$ cat src/rtl/pipes.sv
// Shared types for the instruction/data memory arbiter.
package pipes;

   typedef logic [31:0] u32;
   typedef logic [63:0] word_t;
   typedef logic [7:0]  u8;

   typedef enum logic [1:0] {
      IDLE = 2'd0,
      BUSY = 2'd1,
      DONE = 2'd2
   } arb_state_t;

   typedef enum logic {
      GRANT_I = 1'b0,
      GRANT_D = 1'b1
   } grant_t;

   // Address bit that selects the 32-bit half of a 64-bit memory word.
   localparam int unsigned WORD_SEL = 2;

   function automatic u32 fetch_word(input word_t rdata, input logic hi);
      return hi ? rdata[63:32] : rdata[31:0];
   endfunction

endpackage

$ cat src/rtl/rr_pick.sv
// Grant selection between fetch and data requesters (round-robin or data-first).
module rr_pick
   import pipes::*;
#(
   parameter bit FAIR = 1'b1
) (
   input  logic   i_ivalid,
   input  logic   i_dvalid,
   input  grant_t i_last,
   output grant_t o_grant_c
);

   always_comb begin
      o_grant_c = GRANT_I;
      if (i_ivalid && i_dvalid) begin
         if (FAIR) o_grant_c = (i_last == GRANT_D) ? GRANT_I : GRANT_D;
         else      o_grant_c = GRANT_D;
      end else if (i_dvalid) begin
         o_grant_c = GRANT_D;
      end
   end

endmodule

$ cat src/rtl/mem_arbiter.sv
// Arbitrates instruction-fetch and data requests onto a single memory port,
// one transaction outstanding at a time.
module mem_arbiter
   import pipes::*;
#(
   parameter bit FAIR = 1'b1
) (
   input  logic  clk,
   input  logic  reset,
   input  logic  ireq_valid,
   input  u32    ireq_addr,
   output logic  iresp_ok,
   output u32    iresp_data,
   input  logic  dreq_valid,
   input  u32    dreq_addr,
   input  logic  dreq_we,
   input  word_t dreq_wdata,
   input  u8     dreq_strobe,
   output logic  dresp_ok,
   output word_t dresp_data,
   output logic  mem_valid,
   output u32    mem_addr,
   output logic  mem_we,
   output word_t mem_wdata,
   output u8     mem_strobe,
   input  logic  mem_ok,
   input  word_t mem_rdata
);

   arb_state_t r_state;
   grant_t     r_grant;
   grant_t     r_last;
   u32         r_addr;
   logic       r_we;
   word_t      r_wdata;
   u8          r_strobe;
   word_t      r_rdata;
   u32         r_iresp_data;
   logic       r_mem_valid;
   logic       r_iresp_ok;
   logic       r_dresp_ok;
   grant_t     w_pick;

   rr_pick #(.FAIR(FAIR)) u_pick (
      .i_ivalid  (ireq_valid),
      .i_dvalid  (dreq_valid),
      .i_last    (r_last),
      .o_grant_c (w_pick)
   );

   // Reset abandons any in-flight access; a late mem_ok is ignored in IDLE.
   always_ff @(posedge clk) begin
      if (reset) begin
         r_state      <= IDLE;
         r_grant      <= GRANT_I;
         r_last       <= GRANT_D;
         r_addr       <= '0;
         r_we         <= 1'b0;
         r_wdata      <= '0;
         r_strobe     <= '0;
         r_rdata      <= '0;
         r_iresp_data <= '0;
         r_mem_valid  <= 1'b0;
         r_iresp_ok   <= 1'b0;
         r_dresp_ok   <= 1'b0;
      end else begin
         r_iresp_ok <= 1'b0;
         r_dresp_ok <= 1'b0;
         case (r_state)
            IDLE: begin
               if (ireq_valid || dreq_valid) begin
                  r_grant     <= w_pick;
                  r_last      <= w_pick;
                  r_mem_valid <= 1'b1;
                  r_state     <= BUSY;
                  if (w_pick == GRANT_D) begin
                     r_addr   <= dreq_addr;
                     r_we     <= dreq_we;
                     r_wdata  <= dreq_wdata;
                     r_strobe <= dreq_strobe;
                  end else begin
                     r_addr   <= ireq_addr;
                     r_we     <= 1'b0;
                     r_wdata  <= '0;
                     r_strobe <= 8'h00;
                  end
               end
            end
            BUSY: begin
               if (mem_ok) begin
                  r_rdata      <= mem_rdata;
                  r_iresp_data <= fetch_word(mem_rdata, r_addr[WORD_SEL]);
                  r_mem_valid  <= 1'b0;
                  r_iresp_ok   <= (r_grant == GRANT_I);
                  r_dresp_ok   <= (r_grant == GRANT_D);
                  r_state      <= DONE;
               end
            end
            DONE:    r_state <= IDLE;
            default: r_state <= IDLE;
         endcase
      end
   end

   assign iresp_ok   = r_iresp_ok;
   assign iresp_data = r_iresp_data;
   assign dresp_ok   = r_dresp_ok;
   assign dresp_data = r_rdata;
   assign mem_valid  = r_mem_valid;
   assign mem_addr   = r_addr;
   assign mem_we     = r_we;
   assign mem_wdata  = r_wdata;
   assign mem_strobe = r_strobe;

endmodule
$ cat config.mk
export PLATFORM = sky130hd
export DESIGN_NAME = mem_arbiter
export DESIGN_NICKNAME = d
export VERILOG_FILES = /design/src/rtl/pipes.sv /design/src/rtl/rr_pick.sv /design/src/rtl/mem_arbiter.sv
export SDC_FILE = /design/constraint.sdc
export NUM_CORES = 1
export LEC_CHECK = 0
export CAP_MARGIN = 20
export CORE_AREA = 2 2 160 162
export CTS_BUF_LIST = sky130_fd_sc_hd__clkbuf_8 sky130_fd_sc_hd__clkbuf_16
export DETAILED_ROUTE_END_ITERATION = 10
export DIE_AREA = 0 0 162 164
export GPL_ROUTABILITY_DRIVEN = 0
export PLACE_DENSITY = 0.65
export RECOVER_POWER = 25
export SLEW_MARGIN = 15
export SYNTH_ARGS = -nofsm -noshare
export SYNTH_HDL_FRONTEND = slang
export SYNTH_SLANG_ARGS = --single-unit
$ cat constraint.sdc
create_clock -name clk -period 1.65 [get_ports clk]
set_input_delay 0.165 -clock clk [delete_from_list [all_inputs] [get_ports clk]]
set_output_delay 0.165 -clock clk [all_outputs]
set_load 0.02 [all_outputs]
==> impl_results.rst <==
.. list-table::
   :header-rows: 1

   * - Metric
     - Value
   * - Starting density of the core
     - 0.306
   * - Worst Path Arrival
     - 1.45 ns
   * - Max stage delay on crit path
     - 0.63 ns
   * - Area fraction in compound gates after synthesis
     - 0.236
   * - Final slew viol count
     - 0
   * - Number of warning messages in the yosys log
     - 0
   * - Post-synthesis cell count
     - a little under 800
   * - Number of buffers created by CTS
     - 24
   * - Clock latency reported for the late side of the worst-skew pair
     - 0.51 ns
   * - Area of the die
     - 26600 um^2
   * - Placement-stage worst setup slack
     - -0.104 ns
   * - Reg area
     - around 4200 um^2
   * - Total clock sinks
     - between 200 and 250
   * - Fin. Hold Viols
     - 0
   * - Remaining antenna violation count
     - 0
   * - Vias post-DR
     - 7206
   * - I/O pin cnt
     - between 400 and 500
   * - HPWL after detailed placement
     - 18.8 mm
   * - Static leakage
     - 4.95 nW
   * - Total routing resource utilization after global routing
     - 0.185
   * - Sequential-to-total area share from yosys stat
     - 0.549
   * - # hold bufs at CTS
     - 0
   * - Post-route DRC violation count
     - 0
   * - Buffer depth of the longest clock path
     - 3
   * - FF+latch count, synth
     - 208
   * - Post-route fraction of the period consumed by the critical path
     - 0.982
   * - Area share of fa/ha/maj cells after synthesis
     - 0
   * - Drt initial violations
     - 497
   * - Total buffers and inverters traversed by the critical path
     - 1
   * - I/O Buffers
     - 409
   * - Finish-stage setup viols
     - 0
   * - Clock slew at the register clock pins of the worst setup and hold paths
     - approximately 0.060 ns
   * - Total power draw
     - 0.0133 W
   * - Vias in the first global route
     - 6965
   * - Category of the critical setup timing path
     - flop to output pin
   * - H-tree Lvls
     - 1
   * - Die height
     - about 160 um
   * - Combinational family with the most area after synthesis
     - compound AO/OA/AOI/OAI gates
   * - Multiplexer share of the synthesized area
     - 0.0422
   * - Proportion of layout cells with a drive suffix above 1
     - 0.0692
   * - Element type at the critical path end
     - output pin
   * - Maximum vdd drop
     - 0.000723 V
   * - Slew HR
     - 0.602
   * - Result of the run
     - finished clean
   * - # nets final
     - 1387
   * - Crit path max-delay family
     - buffers and inverters
   * - Startpoint type of the worst setup path
     - flop
   * - Final routed wire length divided by cell count
     - about 17 um
   * - Power density relative to cell area
     - 1080 nW/um^2
   * - Post-CTS Setup Bufs
     - 0
   * - Fillcell total
     - 2429
   * - PostCTS Resize Cnt
     - 98
   * - Synthesis-to-finish area growth
     - 62.6%
   * - XOR/XNOR Fraction of Synth Area
     - 0
   * - Post-detailed-route via-to-cell ratio
     - between 4 and 5
   * - Crit path max fanout
     - 2
   * - Cell at the root of the clock tree
     - sky130_fd_sc_hd__clkbuf_16
   * - Number of violations of the max-capacitance limit
     - 0
   * - Leftover overflow at the end of global routing
     - 0
   * - 1st-pass router iterations
     - 4
   * - Slew at the pin closest to its max-slew limit
     - 0.597 ns
   * - Post-Syn Nets
     - 1000
   * - Max Clock Freq
     - 617 MHz
   * - TritonCTS clock tree
     - yes
   * - Critical-path cell list
     - clkdlybuf4s50_1
   * - Hold WC Path Type
     - input pin to flop
   * - Largest net degree at the start of global routing
     - 85
   * - Total standard cell area after synthesis
     - 7580 um^2
   * - Basic-gate share of the synthesized area counting and, or, nand and nor cells
     - 0.122
   * - Average footprint of a synthesized cell
     - roughly 9.6 um^2
   * - Initial antenna violation count
     - 1
   * - Worst-case setup margin in the final layout
     - 0.0304 ns
   * - Area of combinational cells with multiple inputs
     - 3040 um^2
   * - Wire length reported by the detailed router
     - 26.2 mm
   * - Core Footprint
     - 24800 um^2
   * - Number of unique standard cell types used by synthesis
     - 26
   * - Time the final worst path needs with I/O delays and setup
     - 1.62 ns
   * - Worst hold margin
     - approximately 0.20 ns
   * - Floorplan row count
     - 58
   * - Critical path data required time
     - 1.48 ns
   * - Post-route clock skew
     - 0.0135 ns
   * - Wire length of the first global-routing pass
     - 39.3 mm
   * - Overall die width
     - 162 um
   * - CP max-delay cell
     - sky130_fd_sc_hd__clkdlybuf4s50_1
## through the flow
| step | setup TNS [ns] | instances | util | instance area [um^2] |
|---|---|---|---|---|
| after floorplan | 0 | 794 | - | 7580 |
| after global placement | -4.39 | 1485 | 0.485 | 12000 |
| after detailed placement | -5.31 | 1485 | 0.485 | 12000 |
| after CTS | 0 | 1529 | 0.513 | 12700 |
| after global routing | -0.0139 | 1530 | 0.497 | 12300 |
| final | 0 | 1530 | 0.497 | 12300 |
## cell families after synthesis
logic type	after synthesis
AO/OA/AOI/OAI	243
AND/OR/NAND/NOR	238
flip-flops	208
buffers and inverters	73
multiplexers	32
## synth_stat cells (all sizes together)
| cell type | number | area share |
|---|---|---|
| dfxtp | 208 | 0.55 |
| nand2 | 195 | 0.097 |
| a21oi | 102 | 0.069 |
| a22o | 73 | 0.084 |
| buf | 42 | 0.036 |
| nor2 | 34 | 0.017 |
| a211oi | 32 | 0.032 |
| a311oi | 32 | 0.046 |
| mux2i | 32 | 0.042 |
| clkbuf | 31 | 0.015 |
| a21bo | 2 | 0.0026 |
| and2 | 2 | 0.0020 |
| and3 | 2 | 0.0016 |
| a21boi | 1 | 0.0015 |
| and3b | 1 | 0.0012 |
| nand3b | 1 | 0.00099 |
| nor3 | 1 | 0.00066 |
| o21bai | 1 | 0.00099 |
| or2 | 1 | 0.00083 |
| or3b | 1 | 0.0012 |
## state kept, by name (all words and copies together), names as in the netlist
signal	cells
iresp_data	32
r_grant	1
iresp_ok	1
r_last	1
dresp_ok	1
mem_we	1
dresp_data	64
mem_wdata	64
mem_addr	32
mem_strobe	8
r_state	2
mem_valid	1
## path summary, 6_finish.rpt
path / start / endpoint / slack (ns) / cells past startpoint
setup / recovery: dresp_data[19] / dresp_data[19] / 0.03 / 1
hold reg to reg: dresp_data[16] / dresp_data[16] / 0.45 / 2
setup reg to reg: r_state[1] / mem_wdata[15] / 0.13 / 5
hold / removal: reset / r_grant / 0.20 / 3
## report_power, final
part	total [W]	internal (W)	leakage [nW]	switching, W
clock network	0.00534	0.00327	0.424	0.00207
logic	0.00244	0.00114	2.82	0.00130
registers	0.00551	0.00535	1.70	0.000162
total	0.0133	0.00976	4.95	0.00353
## worst reg2reg max path: stages, from the launching register on
cell,delay (ns)
sky130_fd_sc_hd__dfxtp_1,0.35
sky130_fd_sc_hd__nor2_4,0.18
sky130_fd_sc_hd__clkbuf_2,0.32
sky130_fd_sc_hd__a21oi_4,0.14
sky130_fd_sc_hd__buf_12,0.20
sky130_fd_sc_hd__a22o_1,0.21
## placed cells by master (no fill, tap or decap), types with 12 or more instances in the layout
| cell type | netlist | final |
|---|---|---|
| sky130_fd_sc_hd__a311oi_1 | 21 | 21 |
| sky130_fd_sc_hd__clkbuf_16 | 0 | 25 |
| sky130_fd_sc_hd__a21oi_1 | 101 | 101 |
| sky130_fd_sc_hd__a211oi_1 | 32 | 32 |
| sky130_fd_sc_hd__dfxtp_1 | 208 | 207 |
| sky130_fd_sc_hd__nand2_1 | 195 | 195 |
| sky130_fd_sc_hd__clkdlybuf4s50_1 | 0 | 248 |
| sky130_fd_sc_hd__dlygate4sd2_1 | 0 | 98 |
| sky130_fd_sc_hd__clkbuf_1 | 31 | 63 |
| sky130_fd_sc_hd__buf_4 | 3 | 12 |
| sky130_fd_sc_hd__a22o_1 | 73 | 73 |
| sky130_fd_sc_hd__mux2i_1 | 32 | 32 |
| sky130_fd_sc_hd__nor2_1 | 34 | 33 |
## routing by layer
layer	part of all wire	GRT usage	vias to the layer above
li1	-	-	3591
met1	0.41	0.233	3314
met2	0.48	0.315	259
met3	0.082	0.0444	42
met5	0	0	-
met4	0.026	0.0563	0
## final cells by class
class,count,share of cell area
antenna,1,0.000203
clock buffer,30,0.0563
clock inverter,14,0.00934
multi-input combinational,513,0.247
sequential,208,0.338
tap,330,0.0335
timing repair buffer,434,0.316
No activity file was read; power rests on OpenSTA's default activity.
